$ cat src/rtl/baccarat_round_ctrl.sv
// Baccarat round controller: deals, scores and judges complete rounds
// back-to-back, keeping saturating win/tie/round tallies.
module baccarat_round_ctrl #(
    parameter int TALLY_W     = 8,
    parameter bit BANKER_RULE = 1'b1
) (
    input  logic               slow_clock,
    input  logic               resetb,
    input  logic               step,
    input  logic               auto_mode,
    input  logic [3:0]         new_card,
    output logic [3:0]         pcard1,
    output logic [3:0]         pcard2,
    output logic [3:0]         pcard3,
    output logic [3:0]         dcard1,
    output logic [3:0]         dcard2,
    output logic [3:0]         dcard3,
    output logic [3:0]         pscore,
    output logic [3:0]         dscore,
    output logic               player_win,
    output logic               dealer_win,
    output logic               round_done,
    output logic [TALLY_W-1:0] pwins,
    output logic [TALLY_W-1:0] dwins,
    output logic [TALLY_W-1:0] ties,
    output logic [TALLY_W-1:0] rounds
);

    typedef enum logic [2:0] {
        P1, D1, P2, D2, EVAL, BANK, DONE
    } state_t;

    localparam logic [TALLY_W-1:0] TMAX = '1;

    state_t     state;
    logic       adv;
    logic [3:0] nv;
    logic [3:0] pv;
    logic [3:0] d_plus;
    logic [3:0] fin_d;
    logic       natural;
    logic       bank_draw;
    logic       finish;
    logic       draw_d;

    function automatic logic [3:0] val(input logic [3:0] c);
        return (c >= 4'd1 && c <= 4'd9) ? c : 4'd0;
    endfunction

    function automatic logic [3:0] mod10(input logic [4:0] s);
        if (s >= 5'd20)
            return 4'(s - 5'd20);
        else if (s >= 5'd10)
            return 4'(s - 5'd10);
        else
            return s[3:0];
    endfunction

    assign adv    = step | auto_mode;
    assign nv     = val(new_card);
    assign pv     = val(pcard3);
    assign pscore = mod10({1'b0, val(pcard1)} + {1'b0, val(pcard2)}
                          + {1'b0, val(pcard3)});
    assign dscore = mod10({1'b0, val(dcard1)} + {1'b0, val(dcard2)}
                          + {1'b0, val(dcard3)});
    assign d_plus = mod10({1'b0, dscore} + {1'b0, nv});
    assign natural = (pscore >= 4'd8) || (dscore >= 4'd8);

    always_comb begin
        bank_draw = 1'b0;
        if (BANKER_RULE) begin
            unique case (dscore)
                4'd0, 4'd1, 4'd2: bank_draw = 1'b1;
                4'd3:    bank_draw = (pv != 4'd8);
                4'd4:    bank_draw = (pv >= 4'd2) && (pv <= 4'd7);
                4'd5:    bank_draw = (pv >= 4'd4) && (pv <= 4'd7);
                4'd6:    bank_draw = (pv >= 4'd6) && (pv <= 4'd7);
                default: bank_draw = 1'b0;
            endcase
        end else begin
            bank_draw = (dscore <= 4'd5);
        end
    end

    // Final dealer score must include a third card loaded on this same edge
    always_comb begin
        finish = 1'b0;
        draw_d = 1'b0;
        unique case (state)
            EVAL: begin
                finish = natural || (pscore > 4'd5);
                draw_d = !natural && (pscore > 4'd5) && (dscore <= 4'd5);
            end
            BANK: begin
                finish = 1'b1;
                draw_d = bank_draw;
            end
            default: ;
        endcase
        fin_d = draw_d ? d_plus : dscore;
    end

    always_ff @(posedge slow_clock or negedge resetb) begin
        if (!resetb) begin
            state      <= P1;
            pcard1     <= '0;
            pcard2     <= '0;
            pcard3     <= '0;
            dcard1     <= '0;
            dcard2     <= '0;
            dcard3     <= '0;
            player_win <= 1'b0;
            dealer_win <= 1'b0;
            round_done <= 1'b0;
            pwins      <= '0;
            dwins      <= '0;
            ties       <= '0;
            rounds     <= '0;
        end else if (adv) begin
            unique case (state)
                P1: begin
                    pcard1 <= new_card;
                    state  <= D1;
                end
                D1: begin
                    dcard1 <= new_card;
                    state  <= P2;
                end
                P2: begin
                    pcard2 <= new_card;
                    state  <= D2;
                end
                D2: begin
                    dcard2 <= new_card;
                    state  <= EVAL;
                end
                EVAL: begin
                    if (finish) begin
                        state <= DONE;
                    end else begin
                        pcard3 <= new_card;
                        state  <= BANK;
                    end
                end
                BANK: state <= DONE;
                DONE: begin
                    pcard1     <= '0;
                    pcard2     <= '0;
                    pcard3     <= '0;
                    dcard1     <= '0;
                    dcard2     <= '0;
                    dcard3     <= '0;
                    player_win <= 1'b0;
                    dealer_win <= 1'b0;
                    round_done <= 1'b0;
                    state      <= P1;
                end
                default: state <= P1;
            endcase
            if (draw_d)
                dcard3 <= new_card;
            if (finish) begin
                player_win <= (pscore >= fin_d);
                dealer_win <= (fin_d >= pscore);
                round_done <= 1'b1;
                if (pscore > fin_d) begin
                    if (pwins != TMAX)
                        pwins <= pwins + 1'b1;
                end else if (fin_d > pscore) begin
                    if (dwins != TMAX)
                        dwins <= dwins + 1'b1;
                end else begin
                    if (ties != TMAX)
                        ties <= ties + 1'b1;
                end
                if (rounds != TMAX)
                    rounds <= rounds + 1'b1;
            end
        end
    end

endmodule

$ cat config.mk
export PLATFORM = sky130hd
export DESIGN_NAME = baccarat_round_ctrl
export DESIGN_NICKNAME = d
export VERILOG_FILES = /design/src/rtl/baccarat_round_ctrl.sv
export SDC_FILE = /design/constraint.sdc
export NUM_CORES = 1
export LEC_CHECK = 0
export ABC_CLOCK_PERIOD_IN_PS = 16600
export CORE_UTILIZATION = 35
export DETAILED_ROUTE_END_ITERATION = 8
export PLACE_DENSITY = 0.59
export SLEW_MARGIN = 5
export SYNTH_ARGS = -nofsm -noshare
export SYNTH_HDL_FRONTEND = slang
export SYNTH_SLANG_ARGS = --single-unit
export TNS_END_PERCENT = 20
$ cat constraint.sdc
create_clock -name slow_clock -period 16.6 [get_ports slow_clock]
set_input_delay 2.49 -clock slow_clock [delete_from_list [all_inputs] [get_ports slow_clock]]
set_output_delay 2.49 -clock slow_clock [all_outputs]
set_load 0.01 [all_outputs]
### After elaboration in Yosys (flattened, before gate mapping)

Cells that the tools add are included.

| word-level totals | value |
|---|---|
| flip-flop bits (word level) | 62 |
| bits of input ports | 8 |
| word-level logic and storage cells | 149 |

| cells by class | value |
|---|---|
| add/sub/neg operators | 15 |
| $lt $le $gt $ge | 32 |
| equality and inequality tests | 18 |
| multiplexer cells | 31 |
| bitwise operators | 3 |
| reduce and logical (&&, ||, !) cells | 36 |

Operators with widths:

| kind | number |
|---|---|
| 4-bit 2-to-1 mux | 17 |
| 4-bit one-hot mux with 2 select lines | 5 |
| 8-bit by 1-bit adder with 8-bit output (second input constant) | 4 |
| 8-bit inequality test (second input constant) | 4 |
| 4-bit by 1-bit >= comparator with 1-bit output (second input constant) | 7 |
| 4-bit less-or-equal comparator (second input constant) | 7 |
| 3-bit one-hot mux with 6 select lines | 1 |
| 4-bit by 4-bit adder with 5-bit output | 3 |
| 5-bit by 4-bit >= comparator with 1-bit output (second input constant) | 3 |
| 5-bit >= comparator (second input constant) | 3 |
| 2-bit nonzero test | 7 |
| 4-bit by 3-bit == test with 1-bit output (second input constant) | 3 |
| 1-bit logical AND | 12 |
| 2-bit AND reduction | 6 |
| 4-bit by 3-bit subtractor with 4-bit output (second input constant) | 3 |
| 4-bit subtractor (second input constant) | 3 |
| 5-bit by 4-bit adder with 5-bit output | 2 |
| 5-bit AND reduction | 2 |
| 3-bit == test (second input constant) | 3 |
| 4-bit by 2-bit == test with 1-bit output (second input constant) | 2 |
| 4-bit by 3-bit >= comparator with 1-bit output (second input constant) | 2 |
| 4-bit >= comparator | 2 |
| 4-bit >= comparator (second input constant) | 2 |
| 4-bit > comparator | 2 |
| other kinds (21) | 30 |

### Longest topological paths before layout

Gate-level depths: netlist (run 1).

| logic depth | value |
|---|---|
| word-level depth | 18 |
| mapped depth | 35 |
| mapped depth without buffers | 33 |

### Worst setup path before layout (run 1)

No wires, ideal clock.

| timing | value |
|---|---|
| path kind | register to register |
| start | reg dcard1[1] |
| end | reg pwins[1] |
| library setup time | 0.125 ns |
| arrival | 7.013 ns |
| required time | 16.475 ns |
| path slack | 9.462 ns |
| cell stages (with the launch flop) | 30 |
| cell sequence | dfrtp_1 > nor2b_1 > fa_1 > ha_1 > fa_1 > inv_1 > ha_1 > a21boi_0 > or3_1 > a2bb2oi_2 > or2_2 > buf_2 > xor2_1 > ha_1 > nor3_1 > xnor3_1 > ha_1 > inv_1 > a21oi_1 > or3_1 > mux2i_1 > xnor2_1 > mux2_4 > ha_1 > nor2b_1 > o21a_1 > o21ai_0 > nand2b_1 > a311oi_4 > mux2_2 |

| between the ends | value |
|---|---|
| longest elaborated chain between the ends | 17 |
| elaborated cells on any way between the ends | 40 |

RTL lines:

| what | RTL line | text |
|---|---|---|
| start, declared | 15 | `output logic [3:0] dcard1,` |
| start signal, assigned | 126 | `dcard1 <= new_card;` |
| 4-bit by 1-bit >= comparator with 1-bit output / 4-bit less-or-equal comparator (equally long branches) | 47 | `return (c >= 4'd1 && c <= 4'd9) ? c : 4'd0;` |
| 1-bit logical AND | 47 |  |
| 4-bit 2-to-1 mux (*) | 47 |  |
| 4-bit by 4-bit adder with 5-bit output (*) | 64 | `assign dscore = mod10({1'b0, val(dcard1)} + {1'b0, val(dcard2)}` |
| 5-bit by 4-bit adder with 5-bit output (*) | 65 | `+ {1'b0, val(dcard3)});` |
| 4-bit subtractor / 5-bit by 4-bit >= comparator with 1-bit output (equally long branches) | 54, 53 |  |
| 4-bit 2-to-1 mux | 53 | `else if (s >= 5'd10)` |
| 4-bit 2-to-1 mux (*) | 51 | `if (s >= 5'd20)` |
| named net dscore[1] | 19 | `output logic [3:0] dscore,` |
| parallel branches: the longest is 8 deep, another holds 4-bit by 4-bit adder with 5-bit output | - |  |
| 4-bit AND reduction (no source line) (*) | - |  |
| end signal, assigned | 168 | `pwins <= pwins + 1'b1;` |
| end, declared | 23 | `output logic [TALLY_W-1:0] pwins,` |

Mark *: on every way through the listed nets, which the timed path passes.
A chain may end at the register's enable or synchronous reset.

### Worst setup path after layout (run 1)

| timing | value |
|---|---|
| start | reg dcard1[2] |
| end | reg pwins[1] |

| between the ends | value |
|---|---|
| longest elaborated chain between the ends | 17 |
| elaborated cells on any way between the ends | 40 |

RTL lines:

| what | RTL line |
|---|---|
| 4-bit by 1-bit >= comparator with 1-bit output / 4-bit less-or-equal comparator (equally long branches) | 47 |
| 1-bit logical AND | 47 |
| 4-bit 2-to-1 mux (*) | 47 |
| 4-bit by 4-bit adder with 5-bit output (*) | 64 |
| 5-bit by 4-bit adder with 5-bit output (*) | 65 |
| 4-bit subtractor / 5-bit by 4-bit >= comparator with 1-bit output (equally long branches) | 54, 53 |
| 4-bit 2-to-1 mux | 53 |
| 4-bit 2-to-1 mux (*) | 51 |
| parallel branches: the longest is 8 deep, another holds 4-bit by 4-bit adder with 5-bit output | - |
| 4-bit AND reduction (no source line) (*) | - |

Every way passes the cells marked *.

==> impl_metrics.tcl, run 1 <==
set metrics [dict create \
    classification_of_the_worst_slack_hold_path "register to register" \
    synth_cell_type_count 70 \
    core.rowCount 40 \
    yosys_register_bits 62 \
    grt_overflow_total 0 \
    synthSimpleGateAreaFrac_pct 19.5 \
    cts-resized-gates 0 \
    instances_no_fill 712 \
    clkTransAtPathRegs_ns 0.05 \
    synth_ff_type "sky130_fd_sc_hd__dfrtp_1" \
    rd_place_congestion 0.905 \
    worst_hold_path.num_cells 2 \
    maximum_fanout_along_the_worst_path 8 \
    clock-root-buffer "sky130_fd_sc_hd__clkbuf_16" \
    max-cap-violations 0 \
    total_count_of_max_transition_violations_in_the_final_report 0 \
    rsz0062_at_grt "false" \
    postCtsSetupRepairBufs 0 \
    n_antenna_cell 0 \
    layout_common_cells "sky130_fd_sc_hd__clkdlybuf4s50_1, sky130_fd_sc_hd__dfrtp_1, sky130_fd_sc_hd__nand2_1" \
    worst_skew_pair.late_latency_ns 0.32 \
    first_pass_grt_wire_length_mm 18.9 \
    critical-path-max-stage-delay_ns 0.56 \
    placed_cells 698 \
    rr_startpoint "dcard1[2]$_DFFE_PN0P_" \
    synthesis.area_um2 4420 \
    timing.hold.worst.start "round_done$_DFFE_PN0P_" \
    postRouteAntennaNets 0 \
    fmax_mhz 127 \
    critical_path_class "register to register" \
    report.final.setup_viol 0 \
    timing.final.crit_share_pct 47.5 \
    crit_required_ns 16.80 \
    critPathCaptureType "register" \
    chipHeight_um 114 \
    nets 585 \
    status "complete, no violations" \
    cts.hold.buffers_added 0 \
    synthesis.instances 467 \
    async_flop_share_pct 100 \
    routedWlPerCell_um 15.7 \
    synthesis.nets 511 \
    crit_path_start_kind "register" \
    r2r.worst_path.cells 30 \
    design.die.area_um2 13100 \
    critical_path_arrival_ns 8.09 \
    vias_per_cell 5.32 \
    layout_min_cycle_time_ns 7.89 \
    routed_wl_mm 11.2 \
    critical_path.reg2reg.endpoint "pwins[1]$_DFFE_PN0P_" \
    antenna_found_initial 0 \
    post_route_cells_drive_above_1_share_pct 8.46 \
    clockBufferDepth 2 \
    largest_family_of_logic_cells_by_synthesized_area "compound AO/OA/AOI/OAI gates" \
    synth-seq-area-share_pct 35.1 \
    dieWidth_um 114 \
    final_common_cell "sky130_fd_sc_hd__clkdlybuf4s50_1" \
    area_of_the_multi_input_gates_um2 2700 \
    timing.reg2reg.setup_slack_ns 8.71 \
    number_of_global_route_vias_before_repair 3844 \
    fill_count 1166 \
    worst_path_max_delay_cell "sky130_fd_sc_hd__xnor3_1" \
    post_synth_fa_ha_maj_area_fraction_pct 11.9 \
    final_hpwl_dp_mm 8.38 \
    ys_top_cells_by_area "sky130_fd_sc_hd__dfrtp_1, sky130_fd_sc_hd__ha_1, sky130_fd_sc_hd__xnor2_1, sky130_fd_sc_hd__fa_1, sky130_fd_sc_hd__nand2_1" \
    synth.avg_cell_area_um2 9.47 \
    post-synth-top-area-fraction_pct 35.1 \
    numCtsBuffers 9 \
    synth_compound_gate_area_share_pct 19.5 \
    max-slew-margin-rel_pct 47.4 \
    synth.yosys.warnings 0 \
    core_region_area_um2 12200 \
    synth_enable_flop_cells 0 \
    cts_max_level 3 \
    worstMarginPinSlew_ns 0.788 \
    synth_xor_xnor_area_share_pct 7.58 \
    first_pass_iters 4 \
    cts_tree "built" \
    worst_clock_skew_ns 0.00621 \
    synthDominantAreaCellType "sky130_fd_sc_hd__dfrtp_1" \
    port_buffers 74 \
    whs_endpoint "round_done$_DFFE_PN0P_" \
    route.detailed.drc 0 \
    worst_path_most_repeated_cell "sky130_fd_sc_hd__ha_1" \
    initialDrtViolationCount 202 \
    detailed_route_via_count 3790 \
    finalSetupTns_ns 0 \
    io_pins 75 \
    final-seq-area_um2 1550 \
    cts.sinks 62 \
    grt_usage_pct 18.2 \
    synthToLayoutAreaGrowth_pct 26.3 \
    final-hold-violation-count 0 \
    synth.mux.area_fraction_pct 2.52 \
    initial_utilization_pct 36.4 \
    grt_max_degree 63 \
]
==> per-stage QoR <==
| stage | setup WS (ns) | hold slack, ns | instance area, µm² | util [%] |
|---|---|---|---|---|
| 2_1_floorplan | 9.46 | 0.510 | 4420 | - |
| 3_3_place_gp | 8.90 | 0.466 | 5330 | 43.8 |
| 3_5_place_dp | 8.71 | 0.468 | 5330 | 43.8 |
| 4_1_cts | 8.77 | 0.489 | 5590 | 45.9 |
| 5_1_grt | 8.06 | 0.523 | 5590 | 45.9 |
| 6_report | 8.71 | 0.490 | 5590 | 45.9 |
==> worst max path at each step <==
stage                                      from                    to  slack (ns)
after floorplan           dcard1[1]$_DFFE_PN0P_  pwins[1]$_DFFE_PN0P_        9.46
after global placement              new_card[1]  pwins[1]$_DFFE_PN0P_        8.90
after detailed placement            new_card[3]  pwins[1]$_DFFE_PN0P_        8.71
after CTS                 dcard1[2]$_DFFE_PN0P_  pwins[1]$_DFFE_PN0P_        8.77
after global routing      dcard1[2]$_DFFE_PN0P_  pwins[4]$_DFFE_PN0P_        8.06
final                     dcard1[2]$_DFFE_PN0P_  pwins[1]$_DFFE_PN0P_        8.71
==> metal layers <==
| metal | wire [µm] | share of wire [%] | global-route usage [%] |
|---|---|---|---|
| met1 | 5130 | 46 | 24.9 |
| met4 | 155 | 1.4 | 5.71 |
| met2 | 5110 | 46 | 28.4 |
| met3 | 761 | 6.8 | 4.55 |
| met5 | 0 | 0 | 0 |
==> layout make-up <==
cell class,count,share of cell area [%]
clock buffer,12,4.41
multi-input combinational,359,48.3
tap,168,3.76
sequential,62,27.8
clock inverter,2,0.179
timing repair buffer,75,13.3
inverter,34,2.28
==> registers in the layout (all words and copies together) (netlist names) <==
signal and flops:
dwins 8, pwins 8, rounds 8, ties 8
dcard1 4, dcard2 4, dcard3 4, pcard1 4
pcard2 4, pcard3 4, state 3, dealer_win 1
player_win 1, round_done 1
==> worst max-delay path: cells and delay by family, from the launching register on <==
| kind | cells | cell delay (ns) |
|---|---|---|
| and+or+nand+nor | 7 | 1.58 |
| DFF | 1 | 0.43 |
| muxes | 3 | 0.81 |
| AOI/OAI and AO/OA | 7 | 1.63 |
| xor gates and xnor gates | 3 | 0.81 |
| adders and majority gates | 7 | 2.11 |
| buffers and inverters | 3 | 0.38 |
==> logic make-up (layout without fill, tap and decap cells) <==
kind of cell | after synthesis | in the layout
compound gates | 114 | 114
fa+ha+maj | 36 | 36
mux | 10 | 10
flops | 62 | 62
xor+xnor | 35 | 35
simple gates | 164 | 164
buf+inv | 46 | 123
==> synthesized netlist by cell type (all sizes together) (3+ instances only) <==
library cell   n
xor2           9
nor2b         12
nand2b         8
nand4         16
a21boi         3
mux2           6
clkbuf         9
buf            3
nand3         13
a32o           4
a22oi          4
nor3b          8
a211oi         5
o21ai         36
and3          15
xnor2         25
nand2         48
ha            26
nor2          18
mux2i          4
dfrtp         62
and2           5
a311oi         3
o211ai         5
nor3          10
a21o           3
a2bb2oi        3
or3            5
a21oi         22
inv           34
o22ai          4
fa            10
o31ai          5
Power of run 1 is left out: the tool's default activity adds up to more than one toggle a clock period on the data nets, which glitch-free logic cannot reach.
==> run 2, diff against run 1 <==
--- a/config.mk
+++ b/config.mk
@@ -5,7 +5,7 @@
 export SDC_FILE = /design/constraint.sdc
 export NUM_CORES = 1
 export LEC_CHECK = 0
-export ABC_CLOCK_PERIOD_IN_PS = 16600
+export ABC_CLOCK_PERIOD_IN_PS = 8000
 export CORE_UTILIZATION = 35
 export DETAILED_ROUTE_END_ITERATION = 8
 export PLACE_DENSITY = 0.59
==> constraint.sdc (replaced) <==
create_clock -name slow_clock -period 8 [get_ports slow_clock]
set_input_delay 1.2 -clock slow_clock [delete_from_list [all_inputs] [get_ports slow_clock]]
set_output_delay 1.2 -clock slow_clock [all_outputs]
set_load 0.01 [all_outputs]
==> impl_metrics.tcl, run 2 (same netlist as run 1, synthesis figures left out) <==
set metrics [dict create \
    area_of_the_multi_input_gates_um2 2710 \
    crit_path_start_kind "register" \
    cts.sinks 62 \
    port_buffers 74 \
    grt_overflow_total 0 \
    worst_path_max_delay_cell "sky130_fd_sc_hd__fa_1" \
    finalSetupTns_ns 0 \
    worst_hold_path.num_cells 1 \
    count_of_buffering_cells_on_the_critical_path_with_inverters_included 3 \
    cts_tree "built" \
    critical-path-top-delay-family "adder cells" \
    hold-worst-slack_ns 0.489 \
    timing.reg2reg.setup_slack_ns 0.52 \
    initial_utilization_pct 36.4 \
    final_common_cell "sky130_fd_sc_hd__clkdlybuf4s50_1" \
    route.detailed.drc 0 \
    grt_usage_pct 18.2 \
    timing.final.crit_share_pct 93.5 \
    rsz0062_at_grt "false" \
    dieWidth_um 114 \
    critical_path_arrival_ns 7.69 \
    clock-root-buffer "sky130_fd_sc_hd__clkbuf_16" \
    critical_path_class "register to register" \
    postRouteAntennaNets 0 \
    crit_required_ns 8.21 \
    max-slew-margin-rel_pct 48.5 \
    antenna_found_initial 0 \
    grt_max_degree 63 \
    final-seq-area_um2 1550 \
    status "complete, no violations" \
    fmax_mhz 134 \
    critical-path-max-stage-delay_ns 0.62 \
    routed_wl_mm 11.1 \
    routedWlPerCell_um 15.5 \
    synthToLayoutAreaGrowth_pct 27.5 \
    first_pass_iters 4 \
    core.rowCount 40 \
    whs_endpoint "ties[4]$_DFFE_PN0P_" \
    number_of_global_route_vias_before_repair 3640 \
    final_hpwl_dp_mm 8.51 \
    initialDrtViolationCount 226 \
    report.final.setup_viol 0 \
    core_region_area_um2 12200 \
    detailed_route_via_count 3715 \
    critPathCaptureType "register" \
    worstMarginPinSlew_ns 0.773 \
    classification_of_the_worst_slack_hold_path "register to register" \
    r2r.worst_path.cells 29 \
    critical_path.reg2reg.endpoint "pwins[1]$_DFFE_PN0P_" \
    layout_common_cells "sky130_fd_sc_hd__clkdlybuf4s50_1, sky130_fd_sc_hd__dfrtp_1, sky130_fd_sc_hd__nand2_1" \
    worst_path_most_repeated_cell "sky130_fd_sc_hd__ha_1" \
    worst_skew_pair.late_latency_ns 0.33 \
    io_pins 75 \
    numCtsBuffers 9 \
    timing.hold.worst.start "ties[4]$_DFFE_PN0P_" \
    maximum_fanout_along_the_worst_path 8 \
    chipHeight_um 114 \
    layout_min_cycle_time_ns 7.48 \
    rr_startpoint "dcard1[1]$_DFFE_PN0P_" \
    vias_per_cell 5.19 \
    max-cap-violations 0 \
    cts_max_level 3 \
    final-hold-violation-count 0 \
    clkTransAtPathRegs_ns 0.05 \
    n_antenna_cell 0 \
    worst_clock_skew_ns 0.00705 \
    rd_place_congestion 0.882 \
    design.die.area_um2 13100 \
    post_route_cells_drive_above_1_share_pct 9.67 \
    nets 587 \
    first_pass_grt_wire_length_mm 18.6 \
    clockBufferDepth 2 \
    total_count_of_max_transition_violations_in_the_final_report 0 \
    fill_count 1174 \
    cts.hold.buffers_added 0 \
]
[run 2: worst max path at each step]
stage,start,end,slack (ns),cells after the start
2_1_floorplan,dcard1[1]$_DFFE_PN0P_,pwins[1]$_DFFE_PN0P_,0.86,29
3_3_place_gp,dcard1[2]$_DFFE_PN0P_,pwins[1]$_DFFE_PN0P_,0.47,30
3_5_place_dp,dcard1[2]$_DFFE_PN0P_,pwins[1]$_DFFE_PN0P_,0.29,30
4_1_cts,dcard1[2]$_DFFE_PN0P_,pwins[1]$_DFFE_PN0P_,0.25,30
5_1_grt,dcard2[1]$_DFFE_PN0P_,dwins[5]$_DFFE_PN0P_,0.04,30
6_report,dcard1[1]$_DFFE_PN0P_,pwins[1]$_DFFE_PN0P_,0.52,29
[run 2: area by class of cell]
cell class	instances	area share (%)
timing repair buffer	77	13.4
clock buffer	13	4.79
sequential	62	27.5
inverter	34	2.26
clock inverter	3	0.311
multi-input combinational	359	48.0
tap	168	3.73
[run 2: timing repair]
action                                  CTS  global route
endpoints found under the setup margin    0            21
resized for setup                         0             3
buffers inserted                          0             1
[run 2: metal layers]
| metal | vias up | wire (µm) | track usage (%) |
|---|---|---|---|
| met3 | 8 | 605 | 4.66 |
| met4 | 0 | 65 | 4.68 |
| li1 | 1836 | - | - |
| met5 | - | 0 | 0 |
| met1 | 1784 | 5070 | 23.7 |
| met2 | 87 | 5340 | 30.2 |
[run 2: metrics by stage]
| stage | setup WS, ns | instance area [µm²] | util, % | cells |
|---|---|---|---|---|
| after detailed placement | 0.293 | 5340 | 43.9 | 699 |
| after global routing | 0.0400 | 5640 | 46.4 | 716 |
| after global placement | 0.466 | 5340 | 43.9 | 699 |
| final | 0.517 | 5640 | 46.4 | 716 |
| after CTS | 0.250 | 5620 | 46.2 | 715 |
| after floorplan | 0.862 | 4420 | - | 467 |
Power of run 2 is left out for the same reason.
==> run 3, diff against run 2 <==
--- a/config.mk
+++ b/config.mk
@@ -7,8 +7,11 @@
 export LEC_CHECK = 0
 export ABC_CLOCK_PERIOD_IN_PS = 8000
 export CORE_UTILIZATION = 35
+export CTS_CLUSTER_SIZE = 25
 export DETAILED_ROUTE_END_ITERATION = 8
+export MAX_ROUTING_LAYER = met4
 export PLACE_DENSITY = 0.59
+export SKIP_LAST_GASP = 1
 export SLEW_MARGIN = 5
 export SYNTH_ARGS = -nofsm -noshare
 export SYNTH_HDL_FRONTEND = slang
==> impl_metrics.tcl, run 3 (same netlist as run 1, synthesis figures left out) <==
set metrics [dict create \
    status "complete, no violations" \
    synthToLayoutAreaGrowth_pct 27.4 \
    max-slew-margin-rel_pct 47.1 \
    initial_utilization_pct 36.4 \
    cts.sinks 62 \
    cts_tree "built" \
    post_route_cells_drive_above_1_share_pct 9.52 \
    report.final.setup_viol 0 \
    clkTransAtPathRegs_ns 0.05 \
    first_pass_iters 4 \
    critical_path_arrival_ns 7.64 \
    fill_count 1172 \
    core_region_area_um2 12200 \
    whs_endpoint "round_done$_DFFE_PN0P_" \
    routed_wl_mm 11.1 \
    core.rowCount 40 \
    timing.final.crit_share_pct 92.9 \
    rd_place_congestion 0.885 \
    critical_path.reg2reg.endpoint "pwins[1]$_DFFE_PN0P_" \
    dieWidth_um 114 \
    maximum_fanout_along_the_worst_path 8 \
    placedInstanceArea_um2 5340 \
    crit_required_ns 8.21 \
    critPathCaptureType "register" \
    worst_path_most_repeated_cell "sky130_fd_sc_hd__ha_1" \
    crit_path_start_kind "register" \
    postRouteAntennaNets 0 \
    route.detailed.drc 0 \
    grt_usage_pct 18.5 \
    r2r.worst_path.cells 29 \
    instances_no_fill 714 \
    worst_skew_pair.late_latency_ns 0.32 \
    vias_per_cell 5.18 \
    grt_max_degree 63 \
    first_pass_grt_wire_length_mm 18.4 \
    routedWlPerCell_um 15.5 \
    io_pins 75 \
    grt_overflow_total 0 \
    final-hold-violation-count 0 \
    finalSetupTns_ns 0 \
    worst_clock_skew_ns 0.00498 \
    chipHeight_um 114 \
    timing.hold.worst.start "round_done$_DFFE_PN0P_" \
    critical_path_class "register to register" \
    final_common_cell "sky130_fd_sc_hd__clkdlybuf4s50_1" \
    worst_hold_path.num_cells 2 \
    design_area_um2 5630 \
    timing.reg2reg.setup_slack_ns 0.57 \
    worst_path_max_delay_cell "sky130_fd_sc_hd__fa_1" \
    port_buffers 74 \
    worstMarginPinSlew_ns 0.794 \
    design.die.area_um2 13100 \
    clock-root-buffer "sky130_fd_sc_hd__clkbuf_16" \
    placed_cells 699 \
    rsz0062_at_grt "false" \
    classification_of_the_worst_slack_hold_path "register to register" \
    n_antenna_cell 0 \
    numCtsBuffers 9 \
    detailed_route_via_count 3701 \
    final_hpwl_dp_mm 8.45 \
    fmax_mhz 135 \
    worstSetupStartpoint "dcard1[1]$_DFFE_PN0P_" \
    initialDrtViolationCount 276 \
    max-cap-violations 0 \
    layout_min_cycle_time_ns 7.43 \
    rr_startpoint "dcard1[1]$_DFFE_PN0P_" \
    nets 587 \
    clockBufferDepth 2 \
    number_of_global_route_vias_before_repair 3724 \
    critical-path-max-stage-delay_ns 0.63 \
    antenna_found_initial 0 \
    cts.hold.buffers_added 0 \
    cts_max_level 3 \
    layout_common_cells "sky130_fd_sc_hd__clkdlybuf4s50_1, sky130_fd_sc_hd__dfrtp_1, sky130_fd_sc_hd__nand2_1" \
    total_count_of_max_transition_violations_in_the_final_report 0 \
]
==> run 3: per-layer routing <==
layer	vias to the layer above	part of all wire, %	global-route usage, %
met2	89	47	29.1
met4	0	0.65	4.59
met3	9	4.9	4.55
met5	-	0	-
li1	1829	-	-
met1	1774	47	23.8
==> run 3: through the flow <==
step	worst slack, ns	hold WS (ns)	util (%)
after global routing	0.0362	0.511	46.3
after global placement	0.449	0.469	43.9
after CTS	0.262	0.486	46.2
final	0.567	0.484	46.3
after detailed placement	0.294	0.466	43.9
after floorplan	0.862	0.510	-
==> run 3: critical path, delay by kind of cell, from the launching register on <==
family          cells  cell delay [ns]
mux                 3             0.76
buf+inv             3             0.44
simple gates        6             1.43
fa+ha+maj           7             2.32
compound gates      7             1.11
xor+xnor            3             0.82
flops               1             0.42
==> run 3: layout make-up <==
class / count / area (µm²) / share of cell area (%)
inverter: 34 / 128 / 2.27
tap: 168 / 210 / 3.73
clock inverter: 4 / 50.0 / 0.888
timing repair buffer: 77 / 758 / 13.5
sequential: 62 / 1550 / 27.5
clock buffer: 10 / 229 / 4.06
multi-input combinational: 359 / 2710 / 48.0
==> run 3: repair_timing <==
item                       4_1_cts  5_1_grt
resized for setup                0        4
setup endpoints to repair        0       21
buffers inserted                 0        1
==> run 3: worst max-delay path by stage <==
stage                            to  cells past startpoint  slack, ns
6_report       pwins[1]$_DFFE_PN0P_                     29       0.57
5_1_grt        pwins[1]$_DFFE_PN0P_                     31       0.04
4_1_cts        pwins[1]$_DFFE_PN0P_                     30       0.26
3_5_place_dp   pwins[1]$_DFFE_PN0P_                     30       0.29
3_3_place_gp   pwins[1]$_DFFE_PN0P_                     30       0.45
2_1_floorplan  pwins[1]$_DFFE_PN0P_                     29       0.86
Power of run 3 is left out for the same reason.
